<file path="config.mk">
export PLATFORM = sky130hd
export DESIGN_NAME = mul_seq_arb_flat
export DESIGN_NICKNAME = d
export VERILOG_FILES = /design/src/rtl/mul_seq_arb_if.sv /design/src/rtl/mul_seq_arb.sv /design/src/flat_wrapper.sv
export SDC_FILE = /design/constraint.sdc
export NUM_CORES = 1
export LEC_CHECK = 0
export ABC_AREA = 1
export BUFFER_PORTS_ARGS = -buffer_cell sky130_fd_sc_hd__buf_2
export CORE_ASPECT_RATIO = 0.75
export CORE_UTILIZATION = 31
export CTS_BUF_LIST = sky130_fd_sc_hd__clkbuf_8
export DETAILED_ROUTE_END_ITERATION = 8
export SETUP_SLACK_MARGIN = 0.05
export SYNTH_ARGS = -nofsm -noshare
export SYNTH_HDL_FRONTEND = slang
export SYNTH_SLANG_ARGS = --single-unit
</file>
<file path="constraint.sdc">
create_clock -name clk -period 2.6 [get_ports clk]
set_clock_uncertainty 0.2 [all_clocks]
set_input_delay 0.26 -clock clk [delete_from_list [all_inputs] [get_ports clk]]
set_output_delay 0.26 -clock clk [all_outputs]
set_load 0.05 [all_outputs]
</file>
<file path="src/rtl/mul_seq_arb_if.sv">
// Request/grant and product-stream bundle for the round-robin sequential multiplier.
// master drives requests and operands; slave returns grants and products.
interface mul_seq_arb_if #(
    parameter int N_REQ = 4,
    parameter int DW    = 8
) ();
    logic [N_REQ-1:0]    req;
    logic [N_REQ*DW-1:0] d_in;
    logic [N_REQ-1:0]    grant;
    logic                out_valid;
    logic [DW+2:0]       out_data;
    logic [1:0]          out_id;
    logic [1:0]          out_step;
    logic                out_last;
    logic                busy;

    modport master (
        output req, d_in,
        input  grant, out_valid, out_data, out_id, out_step, out_last, busy
    );

    modport slave (
        input  req, d_in,
        output grant, out_valid, out_data, out_id, out_step, out_last, busy
    );
endinterface

</file>
<file path="src/rtl/mul_seq_arb.sv">
// Four-lane round-robin arbiter feeding a 4-step constant multiplier
// that streams d*1, d*3, d*7, d*8 for the granted lane.
module mul_seq_arb #(
    parameter int N_REQ = 4,
    parameter int DW    = 8
) (
    input  logic          clk,
    input  logic          rst,
    mul_seq_arb_if.slave  bus
);
    localparam int RW = DW + 3;

    typedef enum logic [1:0] {IDLE, LOAD, RUN} state_t;

    state_t           state;
    logic [1:0]       step;
    logic [1:0]       ptr;
    logic [1:0]       winner;
    logic [DW-1:0]    d_reg;
    logic [N_REQ-1:0] grant;
    logic             out_valid;
    logic [RW-1:0]    out_data;
    logic [1:0]       out_id;
    logic [1:0]       out_step;
    logic             out_last;
    logic             busy;

    logic             any_req;
    logic [1:0]       pick;
    logic [1:0]       idx;
    logic             found;
    logic [N_REQ-1:0] pick_oh;
    logic [DW-1:0]    d_sel;

    function automatic logic [RW-1:0] prod(
        input logic [DW-1:0] d,
        input logic [1:0]    s
    );
        logic [RW-1:0] x;
        x = {3'b000, d};
        unique case (s)
            2'd0:    prod = x;
            2'd1:    prod = (x << 1) + x;
            2'd2:    prod = (x << 3) - x;
            default: prod = x << 3;
        endcase
    endfunction

    assign any_req = |bus.req;

    // Search starts at the priority pointer and wraps around the lanes.
    always_comb begin
        pick  = ptr;
        idx   = '0;
        found = 1'b0;
        for (int k = 0; k < N_REQ; k++) begin
            idx = ptr + 2'(k);
            if (!found && bus.req[idx]) begin
                pick  = idx;
                found = 1'b1;
            end
        end
    end

    assign pick_oh = {{(N_REQ-1){1'b0}}, 1'b1} << pick;
    assign d_sel   = bus.d_in[int'(winner)*DW +: DW];

    always_ff @(posedge clk or posedge rst) begin
        if (rst) begin
            state     <= IDLE;
            step      <= '0;
            ptr       <= '0;
            winner    <= '0;
            d_reg     <= '0;
            grant     <= '0;
            out_valid <= 1'b0;
            out_data  <= '0;
            out_id    <= '0;
            out_step  <= '0;
            out_last  <= 1'b0;
            busy      <= 1'b0;
        end else begin
            unique case (state)
                IDLE: begin
                    if (any_req) begin
                        winner <= pick;
                        grant  <= pick_oh;
                        busy   <= 1'b1;
                        state  <= LOAD;
                    end
                end
                LOAD: begin
                    // Step-0 product comes straight from the live operand.
                    grant     <= '0;
                    d_reg     <= d_sel;
                    ptr       <= winner + 2'd1;
                    step      <= 2'd0;
                    out_valid <= 1'b1;
                    out_data  <= prod(d_sel, 2'd0);
                    out_id    <= winner;
                    out_step  <= 2'd0;
                    out_last  <= 1'b0;
                    state     <= RUN;
                end
                RUN: begin
                    if (step != 2'd3) begin
                        step     <= step + 2'd1;
                        out_data <= prod(d_reg, step + 2'd1);
                        out_step <= step + 2'd1;
                        out_last <= (step == 2'd2);
                    end else begin
                        step      <= 2'd0;
                        out_valid <= 1'b0;
                        out_data  <= '0;
                        out_id    <= '0;
                        out_step  <= '0;
                        out_last  <= 1'b0;
                        if (any_req) begin
                            winner <= pick;
                            grant  <= pick_oh;
                            state  <= LOAD;
                        end else begin
                            busy  <= 1'b0;
                            state <= IDLE;
                        end
                    end
                end
                default: state <= IDLE;
            endcase
        end
    end

    assign bus.grant     = grant;
    assign bus.out_valid = out_valid;
    assign bus.out_data  = out_data;
    assign bus.out_id    = out_id;
    assign bus.out_step  = out_step;
    assign bus.out_last  = out_last;
    assign bus.busy      = busy;
endmodule

</file>
<file path="src/flat_wrapper.sv">
// flat-port wrapper written by rule: the top's interface ports become plain ports
module mul_seq_arb_flat 
#(
    parameter int N_REQ = 4,
    parameter int DW    = 8
)
  (clk, rst, bus_req, bus_d_in, bus_grant, bus_out_valid, bus_out_data, bus_out_id, bus_out_step, bus_out_last, bus_busy);
  mul_seq_arb_if #(.N_REQ(N_REQ), .DW(DW)) bus_i ();
  input  logic clk;
  input  logic rst;
  input wire logic [$bits(bus_i.req)-1:0] bus_req;
  input wire logic [$bits(bus_i.d_in)-1:0] bus_d_in;
  output wire logic [$bits(bus_i.grant)-1:0] bus_grant;
  output wire logic [$bits(bus_i.out_valid)-1:0] bus_out_valid;
  output wire logic [$bits(bus_i.out_data)-1:0] bus_out_data;
  output wire logic [$bits(bus_i.out_id)-1:0] bus_out_id;
  output wire logic [$bits(bus_i.out_step)-1:0] bus_out_step;
  output wire logic [$bits(bus_i.out_last)-1:0] bus_out_last;
  output wire logic [$bits(bus_i.busy)-1:0] bus_busy;
  assign bus_i.req = bus_req;
  assign bus_i.d_in = bus_d_in;
  assign bus_grant = bus_i.grant;
  assign bus_out_valid = bus_i.out_valid;
  assign bus_out_data = bus_i.out_data;
  assign bus_out_id = bus_i.out_id;
  assign bus_out_step = bus_i.out_step;
  assign bus_out_last = bus_i.out_last;
  assign bus_busy = bus_i.busy;
  mul_seq_arb #(.N_REQ(N_REQ), .DW(DW)) u_core (.clk(clk), .rst(rst), .bus(bus_i));
endmodule
</file>
==> results of run 1 <==
## layout make-up
| type | instances | area (um^2) | share of cell area (%) |
|---|---|---|---|
| inverter | 65 | 244 | 6.63 |
| timing repair buffer | 70 | 380 | 10.3 |
| tap | 132 | 165 | 4.49 |
| multi-input combinational | 363 | 1890 | 51.4 |
| sequential | 36 | 901 | 24.5 |
| clock buffer | 7 | 96.3 | 2.62 |
## kinds of logic (layout without fill, tap and decap cells)
| family | Yosys count | in the layout | synth area share [%] |
|---|---|---|---|
| buf+inv | 80 | 142 | 10.2 |
| simple gates | 244 | 244 | 33.2 |
| fa+ha+maj | 28 | 28 | 11.5 |
| flops | 36 | 36 | 29.0 |
| compound gates | 91 | 91 | 16.1 |
## synth_stat cells, drive strengths merged (2+ instances only)
master / number / area (um^2)
o21bai: 3 / 22.5
nand3: 56 / 280
nand4: 10 / 62.6
o21ai: 40 / 200
inv: 63 / 236
clkbuf: 8 / 30.0
a21oi: 34 / 170
ha: 27 / 338
dfrtp: 36 / 901
o22a: 4 / 35.0
clkinv: 2 / 7.51
buf: 7 / 43.8
nor2: 31 / 121
nand2: 144 / 548
nand3b: 2 / 15.0
o22ai: 3 / 18.8
## stage by stage
step	cell area, um^2	instances	hold WS, ps
finish	3680	673	161
global route	3680	673	200
CTS	3680	673	160
detailed placement	3570	665	197
global placement	3570	665	190
floorplan	3110	479	227
## worst min-delay path, cell delays in order
cell and delay (ps):
buf_2 80, nand2_1 40, nand3_1 90, nand3_1 70, o21ai_0 80
## layer usage
| metal | global-route usage [%] | part of all wire, % | vias to the layer above |
|---|---|---|---|
| met5 | 0 | 0 | - |
| met4 | 3.50 | 0.59 | 0 |
| met3 | 3.54 | 6.0 | 8 |
| met2 | 24.7 | 39 | 110 |
| met1 | 27.8 | 54 | 1521 |
| li1 | - | - | 1690 |
## final timing paths
check	start	end	slack, ps	cells after the start
min in group asynchronous	rst	u_core.d_reg[7]$_DFFE_PP0P_	400	4
hold / removal	bus_d_in[17]	u_core.d_reg[1]$_DFFE_PP0P_	160	5
setup reg to reg	u_core.d_reg[2]$_DFFE_PP0P_	u_core.bus.out_data[4]$_DFFE_PP0P_	220	12
hold reg to reg	u_core.bus.out_data[9]$_DFFE_PP0P_	u_core.bus.out_data[9]$_DFFE_PP0P_	280	2
max in group asynchronous	rst	u_core.bus.out_id[1]$_DFFE_PP0P_	1470	4
setup / recovery	u_core.d_reg[2]$_DFFE_PP0P_	u_core.bus.out_data[4]$_DFFE_PP0P_	220	12
==> results.md, run 1 <==
* Worst slew pin tran at 495 ps
* Crit end category: register
* Die ar. at 0.0104 mm^2
* Critical Path AT at 2370 ps
* Initial antenna violation count at 0
* Post-synthesis cell count at 479
* Endpoints failing setup at 0
* RD Place Congestion at 0.893
* Nets at 607
* Clock transition at path regs at 70 ps
* Core Box Area at 0.00970 mm^2
* Worst Setup Start Kind: register
* #FFs+latches synth at 36
* Fraction of layout cells with a size suffix above 1 at 15.9%
* Largest net degree at the start of global routing at 37
* CP Class: reg2reg
* Period utilization at 91.7%
* Final Hold Vio Count at 0
* Clock latency on the worst-skew pair at 300 ps
* Crit-path cells: clkinv_1 > ha_1 > nand2_1 > inv_1 > nand2_1 > nand3_1 > nor2_1 > nor2_1 > nand2_1 > nand3_1 > a21oi_1 > nor2_1
* Syn. warnings at 0
* Syn nets at 545
* Fmax at 420 MHz
* Initial core utilization at 32.1%
* Remaining Overflow, GRT at 0
* IO Count at 60
* Final HPWL DP at 7400 um
* Final core occ at 37.9%
* Most common cell after layout, fill and taps aside: nand2_1
* Number of global-route vias before repair at 2837
* Final WS setup at 217 ps
* Number of synthesized flops with an enable pin at 0
* Critical Path Fanout Max at 9
* Number of detailed-route iterations in the first pass at 5
* Hold Crit Class: in2reg
* Period minus WS final at 2380 ps
* Area delta synth->final at 18.3%
* Via count at 3329
* Synth Flop Type: dfrtp_1
* Filler Cell Count at 1052
* RSZ-0062 raised after global routing: false
* Diode count at 0
* DRT iter0 DRCs at 267
* Resize count post-CTS at 0
* CTS Sinks at 36
* Placement Setup Slack at 332 ps
* Run status: finished, final reports clean
* Seq/Total Area, Yosys at 29.0%
* Number of CTS-inserted buffers at 5
* Routed wire length at 9260 um
* Commonest non-fill, non-tap cells in the layout: nand2_1 (141), buf_2 (59), inv_1 (58)
* Per-cell routed wire length at 13.8 um
* Syn Area/Cell at 6.49 um^2
* Worst slew margin at 66.9%
* Placement Rows at 31
* Ys async rst share at 100%
* Fin Setup TNS at 0 ps
* Chip width at 118 um
* Max incr delay on CP at 480 ps
* Slew Limit Fails at 0
* Post-synthesis instance area at 0.00311 mm^2
* H-tree Lvls at 2
* Vias per cell at 4.95
* First-pass GRT wire length at 14600 um
* Max clock buf depth at 2
* Setup Fix Bufs, Post-CTS at 0
* Worst Path Required at 2590 ps
* CP max stage cell: dfrtp_1
* Clk root buf: clkbuf_8
* Routed Antenna Nets at 0
* Yosys cell types at 31
* Hold Buf Count CTS at 1
* Drt drc at 0
* CTS tree: yes
* Tot GR Track Use at 17.8%
* Buf/Inv on CP at 2
* Max-cap check violation count at 0
* # port buffers at 59
* Die height at 88.7 um
* Top delay family on crit path: simple AND/OR/NAND/NOR gates
* Max reg flops at 11
Power of run 1 is left out: the tool's default activity adds up to more than one toggle a clock period on the data nets, which glitch-free logic cannot reach.
==> run 2: changes to the inputs <==
Settings changed: HOLD_SLACK_MARGIN from default to 0.02.
Clock period 2.6 ns to 2.2 ns, I/O delays scaled along.
==> run 2 against run 1 <==
  * Critical path depth unchanged
  * First-iteration DRC count shrank 15%
  * Worst hold slack worse by 71 ps
  * Via count is 2.5% higher
  * Sequential share of layout area is 0.74 points lower
  * Non-clock buffer count increased by 13
  * Die area did not move
  * Routed wire length up 2.9%
  * Setup slack got worse by 53 ps
  * Global-route usage rose by 0.49 points
  * Clock-buffer cell count shrank 2
==> results.md, run 2 (same netlist as run 1, synthesis figures left out) <==
* Max clock buf depth at 2 (unchanged)
* Most common cell after layout, fill and taps aside: nand2_1
* Via count at 3411 (+2.5%)
* Slew Limit Fails at 0 (unchanged)
* Diode count at 0 (unchanged)
* CTS tree: yes
* PwrDens at 1840 mW/mm^2
* Endpoints failing setup at 0 (unchanged)
* Hold Crit Class: in2reg
* Number of CTS-inserted buffers at 5 (unchanged)
* Worst Path Required at 2250 ps (-340 ps)
* Remaining Overflow, GRT at 0 (unchanged)
* Worst slew margin at 66.4% (-0.56 points)
* Vias per cell at 4.97 (+0.38%)
* # port buffers at 59 (unchanged)
* Number of global-route vias before repair at 2959 (+4.3%)
* Fmax at 491 MHz (+17%)
* Clock latency on the worst-skew pair at 310 ps (about the same)
* Per-cell routed wire length at 13.9 um (+0.78%)
* Worst slew pin tran at 504 ps (+8.89 ps)
* Worst vdd ir at 0.975 mV
* Fraction of layout cells with a size suffix above 1 at 19.5% (+3.6 points)
* Chip width at 118 um (unchanged)
* First-pass GRT wire length at 14800 um (+1.4%)
* Period utilization at 92.6% (+0.90 points)
* Core Box Area at 0.00970 mm^2 (unchanged)
* Routed Antenna Nets at 0 (unchanged)
* Area delta synth->final at 22.3%
* Die ar. at 0.0104 mm^2 (unchanged)
* Final Hold Vio Count at 0 (unchanged)
* Critical Path Fanout Max at 5 (-4)
* IO Count at 60 (unchanged)
* Fin Setup TNS at 0 ps (unchanged)
* CTS Sinks at 36 (unchanged)
* RD Place Congestion at 0.888 (-0.58%)
* WL met3 at 672 um (+21%)
* Run status: finished, final reports clean
* Max-cap check violation count at 0 (unchanged)
* Period minus WS final at 2040 ps (-347 ps)
* Max reg flops at 11 (unchanged)
* Clock transition at path regs at 80 ps (about the same)
* Pwr Total at 6.99 mW
* Filler Cell Count at 1068 (+1.5%)
* Initial antenna violation count at 0 (unchanged)
* Final HPWL DP at 7560 um (+2.2%)
* Nets at 620 (+2.1%)
* Number of detailed-route iterations in the first pass at 5 (unchanged)
* Tot GR Track Use at 18.3% (+0.49 points)
* Wire length on met2 at 3750 um (+2.6%)
* Uppermost layer routed: met4
* Final core occ at 39.2% (+1.3 points)
* Die height at 88.7 um (unchanged)
* DRT iter0 DRCs at 228 (-15%)
* Final hold slack at 90.6 ps (-70.7 ps)
* Clk root buf: clkbuf_8
* Initial core utilization at 32.1% (unchanged)
* Wl on met1 at 4990 um (about the same)
* Drt drc at 0 (unchanged)
* Placement Rows at 31 (unchanged)
* Leakage power at 2.08 nW
* Worst Setup Start Kind: register
* Largest net degree at the start of global routing at 37 (unchanged)
* FF/Latch Area at 903 um^2 (+0.28%)
* RSZ-0062 raised after global routing: true
* Multi-input gate area at 0.00190 mm^2 (+0.53%)
* H-tree Lvls at 2 (unchanged)
* Critical Path AT at 2090 ps (-280 ps)
* Commonest non-fill, non-tap cells in the layout: nand2_1 (141), buf_2 (59), inv_1 (56), nand3_1 (56), o21ai_0 (36)
* Crit end category: register
* Routed wire length at 9520 um (+2.9%)
* CP Class: reg2reg
[run 2: changes by cell type in the layout (fill, tap and decap cells not counted), sizes merged]
cell and delta:
buf +13, bufinv +1, clkbuf -2, clkinvlp +1
inv +1
[run 2: layout make-up]
cell class	count	share of cell area (%)
multi-input combinational	363	50.0
clock buffer	5	1.81
clock inverter	3	1.12
timing repair buffer	83	12.6
sequential	36	23.8
inverter	65	6.42
tap	132	4.34
[run 2: path summary, 6_finish.rpt]
path	cells after the start	end	startpoint	slack, ps
setup / recovery	12	u_core.bus.out_data[9]$_DFFE_PP0P_	u_core.d_reg[4]$_DFFE_PP0P_	160
hold / removal	5	u_core.d_reg[2]$_DFFE_PP0P_	bus_d_in[18]	90
setup reg to reg	12	u_core.bus.out_data[9]$_DFFE_PP0P_	u_core.d_reg[4]$_DFFE_PP0P_	160
hold reg to reg	2	u_core.bus.grant[2]$_DFFE_PP0P_	u_core.bus.grant[2]$_DFFE_PP0P_	280
max in group asynchronous	4	u_core.d_reg[0]$_DFFE_PP0P_	rst	1050
min in group asynchronous	4	u_core.state[1]$_DFFE_PP0P_	rst	360
[run 2: critical path: stages, from the launching register on]
cell and delay [ps]:
dfrtp_1 450, inv_1 100, ha_1 350, nand2_1 90, nor2_1 100, nand2_1 80
nand3_1 70, nand2_1 90, nand3_1 80, nand2_1 50, o21ai_0 150, nand2_1 80
nand2_1 70
[run 2: timing repair]
item | CTS | global route
endpoints found under the setup margin | 0 | 7
setup buffers | 0 | 2
gates resized for setup | 0 | 8
hold buffers | 1 | 0
hold endpoints to repair | 36 | 0
[run 2: per-layer routing]
metal  up-vias  global-route usage [%]
met5         -                       0
met4         0                    5.01
met3        15                    3.80
met2       119                    25.6
met1      1561                    27.9
li1       1716                       -
[run 2: power by group]
| group | total [mW] | internal (mW) | leakage [nW] | switching [mW] |
|---|---|---|---|---|
| logic | 5.15 | 1.72 | 1.58 | 3.43 |
| clock network | 0.615 | 0.336 | 0.0541 | 0.280 |
| registers | 1.22 | 0.967 | 0.444 | 0.256 |
| total | 6.99 | 3.02 | 2.08 | 3.97 |
[run 2: metrics by stage]
step	area (um^2)	worst slack (ps)	instances
detailed placement	3650	149	676
global route	3800	2.45	687
floorplan	3110	187	479
CTS	3770	130	685
finish	3800	163	687
global placement	3650	179	676
No activity file was read; power rests on OpenSTA's default activity.
==> run 3: changes to the inputs <==
Settings changed: CTS_BUF_LIST sky130_fd_sc_hd__clkbuf_8 to sky130_fd_sc_hd__clkbuf_4.
==> run 3 against run 2 <==
  * Clock-buffer cell count did not move
  * Critical path type unchanged
  * Clock power down 19%
  * Critical endpoint unchanged
  * Register-to-register slack got worse by 20 ps
  * Utilization shrank 0.31 points
  * Sequential share of layout area rose by 0.22 points
  * Worst hold slack got worse by 56 ps
  * Cell count did not move
  * Via count fell by 0.50%
  * First-iteration DRC count increased by 8.8%
  * Routed wire length is 0.47% lower
  * Design area is 0.79% lower
==> results.md, run 3 (same netlist as run 1, synthesis figures left out) <==
* Max-cap check violation count at 0 (unchanged)
* Run status: finished, final reports clean
* Final WS setup at 148 ps (-15.5 ps)
* DRT iter0 DRCs at 248 (+8.8%)
* CP Class: reg2reg
* FF/Latch Area at 905 um^2 (+0.14%)
* Clk root buf: clkbuf_4
* Remaining Overflow, GRT at 0 (unchanged)
* Final HPWL DP at 7560 um (unchanged)
* PwrDens at 1820 mW/mm^2 (-0.74%)
* H-tree Lvls at 2 (unchanged)
* Routed wire length at 9480 um (-0.47%)
* Endpoints failing setup at 0 (unchanged)
* Hold Crit Class: in2reg
* Period minus WS final at 2050 ps (+15.5 ps)
* Final Hold Vio Count at 0 (unchanged)
* Fraction of layout cells with a size suffix above 1 at 19.5% (unchanged)
* Slew Limit Fails at 0 (unchanged)
* Period utilization at 93.3% (+0.70 points)
* Placement Setup Slack at 149 ps (unchanged)
* IO Count at 60 (unchanged)
* Initial antenna violation count at 0 (unchanged)
* Worst Path Required at 2310 ps (+60 ps)
* # port buffers at 59 (unchanged)
* Nets at 620 (unchanged)
* Worst vdd ir at 1.00 mV (+2.6%)
* Chip width at 118 um (unchanged)
* Critical Path Fanout Max at 5 (unchanged)
* Filler Cell Count at 1066 (-0.19%)
* Initial core utilization at 32.1% (unchanged)
* Area delta synth->final at 21.3%
* Multi-input gate area at 0.00190 mm^2 (unchanged)
* First-pass GRT wire length at 14800 um (-0.18%)
* Fmax at 487 MHz (-0.75%)
* Clock latency on the worst-skew pair at 370 ps (+60 ps)
* Vias per cell at 4.94 (-0.50%)
* Leakage power at 2.07 nW (-0.76%)
* Die height at 88.7 um (unchanged)
* Core Box Area at 0.00970 mm^2 (unchanged)
* Die ar. at 0.0104 mm^2 (unchanged)
* Number of CTS-inserted buffers at 5 (unchanged)
* Number of global-route vias before repair at 2965 (+0.20%)
* CTS Sinks at 36 (unchanged)
* Worst Setup Start Kind: register
* Clock transition at path regs at 120 ps (+40 ps)
* Max reg flops at 11 (unchanged)
* Placement Rows at 31 (unchanged)
* Critical Path AT at 2160 ps (+70 ps)
* CTS tree: yes
* Crit end category: register
* Routed Antenna Nets at 0 (unchanged)
* Final hold slack at 34.3 ps (-56.3 ps)
* Worst slew pin tran at 507 ps (+3.23 ps)
* Via count at 3394 (-0.50%)
* Diode count at 0 (unchanged)
* Most common cell after layout, fill and taps aside: nand2_1
* Commonest non-fill, non-tap cells in the layout: nand2_1 (141), buf_2 (59), inv_1 (56), nand3_1 (56), o21ai_0 (36)
* Largest net degree at the start of global routing at 37 (unchanged)
* Drt drc at 0 (unchanged)
* RD Place Congestion at 0.888 (unchanged)
* Max clock buf depth at 2 (unchanged)
* Per-cell routed wire length at 13.8 um (-0.47%)
* RSZ-0062 raised after global routing: true
* Worst slew margin at 66.1% (-0.25 points)
* Tot GR Track Use at 18.1% (-0.21 points)
* Number of detailed-route iterations in the first pass at 5 (unchanged)
[run 3: cell types whose count changed in the layout (fill, tap and decap cells not counted)]
cell,previous run,this run
inv_2,8,7
a21boi_0,1,0
dfrtp_1,34,33
a21boi_1,0,1
clkinv_1,1,2
clkbuf_4,0,5
dfrtp_2,2,3
clkbuf_8,5,0
[run 3: routing by layer]
layer / wire length, um / GRT usage, % / up-vias
li1: - / - / 1716
met1: 4930 / 27.7 / 1550
met2: 3760 / 25.5 / 119
met3: 720 / 3.99 / 9
met4: 59 / 3.73 / 0
met5: 0 / 0 / -
[run 3: path summary, 6_finish.rpt]
kind / from / to / slack [ps] / depth (start not counted)
max: u_core.d_reg[1]$_DFFE_PP0P_ / u_core.bus.out_data[9]$_DFFE_PP0P_ / 150 / 12
min: bus_d_in[18] / u_core.d_reg[2]$_DFFE_PP0P_ / 30 / 5
max reg2reg: u_core.d_reg[1]$_DFFE_PP0P_ / u_core.bus.out_data[9]$_DFFE_PP0P_ / 150 / 12
min reg2reg: u_core.bus.grant[2]$_DFFE_PP0P_ / u_core.bus.grant[2]$_DFFE_PP0P_ / 290 / 2
max in group asynchronous: rst / u_core.d_reg[2]$_DFFE_PP0P_ / 1120 / 4
min in group asynchronous: rst / u_core.state[1]$_DFFE_PP0P_ / 280 / 4
[run 3: through the flow]
stage / TNS [ps] / cell area [um^2] / power, mW / utilization [%] / cells
global placement: 0 / 3650 / 6.17 / 37.7 / 676
CTS: 0 / 3740 / 6.78 / 38.6 / 685
detailed placement: 0 / 3650 / 6.26 / 37.7 / 676
global route: -3.64 / 3770 / 7.55 / 38.9 / 687
finish: 0 / 3770 / 6.88 / 38.9 / 687
floorplan: 0 / 3110 / 4.90 / - / 479
[run 3: final cells by class]
cell class | instances | area share [%]
tap | 132 | 4.38
multi-input combinational | 363 | 50.4
timing repair buffer | 83 | 12.7
sequential | 36 | 24.0
clock buffer | 5 | 0.995
inverter | 65 | 6.47
clock inverter | 3 | 1.13
[run 3: power breakdown]
part	switching [mW]	leakage [nW]	internal [mW]
sequential	0.256	0.443	0.967
clock	0.263	0.0412	0.237
combinational	3.44	1.58	1.72
[run 3: critical path: stages, from the launching register on]
cell     delay [ps]
dfrtp_1         430
buf_4           150
ha_1            340
nand2_1          90
nor2_1          110
nand2_1          90
nand3_1          80
nand2_1          90
nand3_1          80
nand2_1          50
o21ai_0         150
nand2_1          80
nand2_1          70
[run 3: repair_timing]
action | in CTS | in global routing
endpoints found under the setup margin | 0 | 7
gates resized for setup | 0 | 9
setup buffers | 0 | 2
endpoints found under the hold margin | 36 | 0
hold buffers | 1 | 0
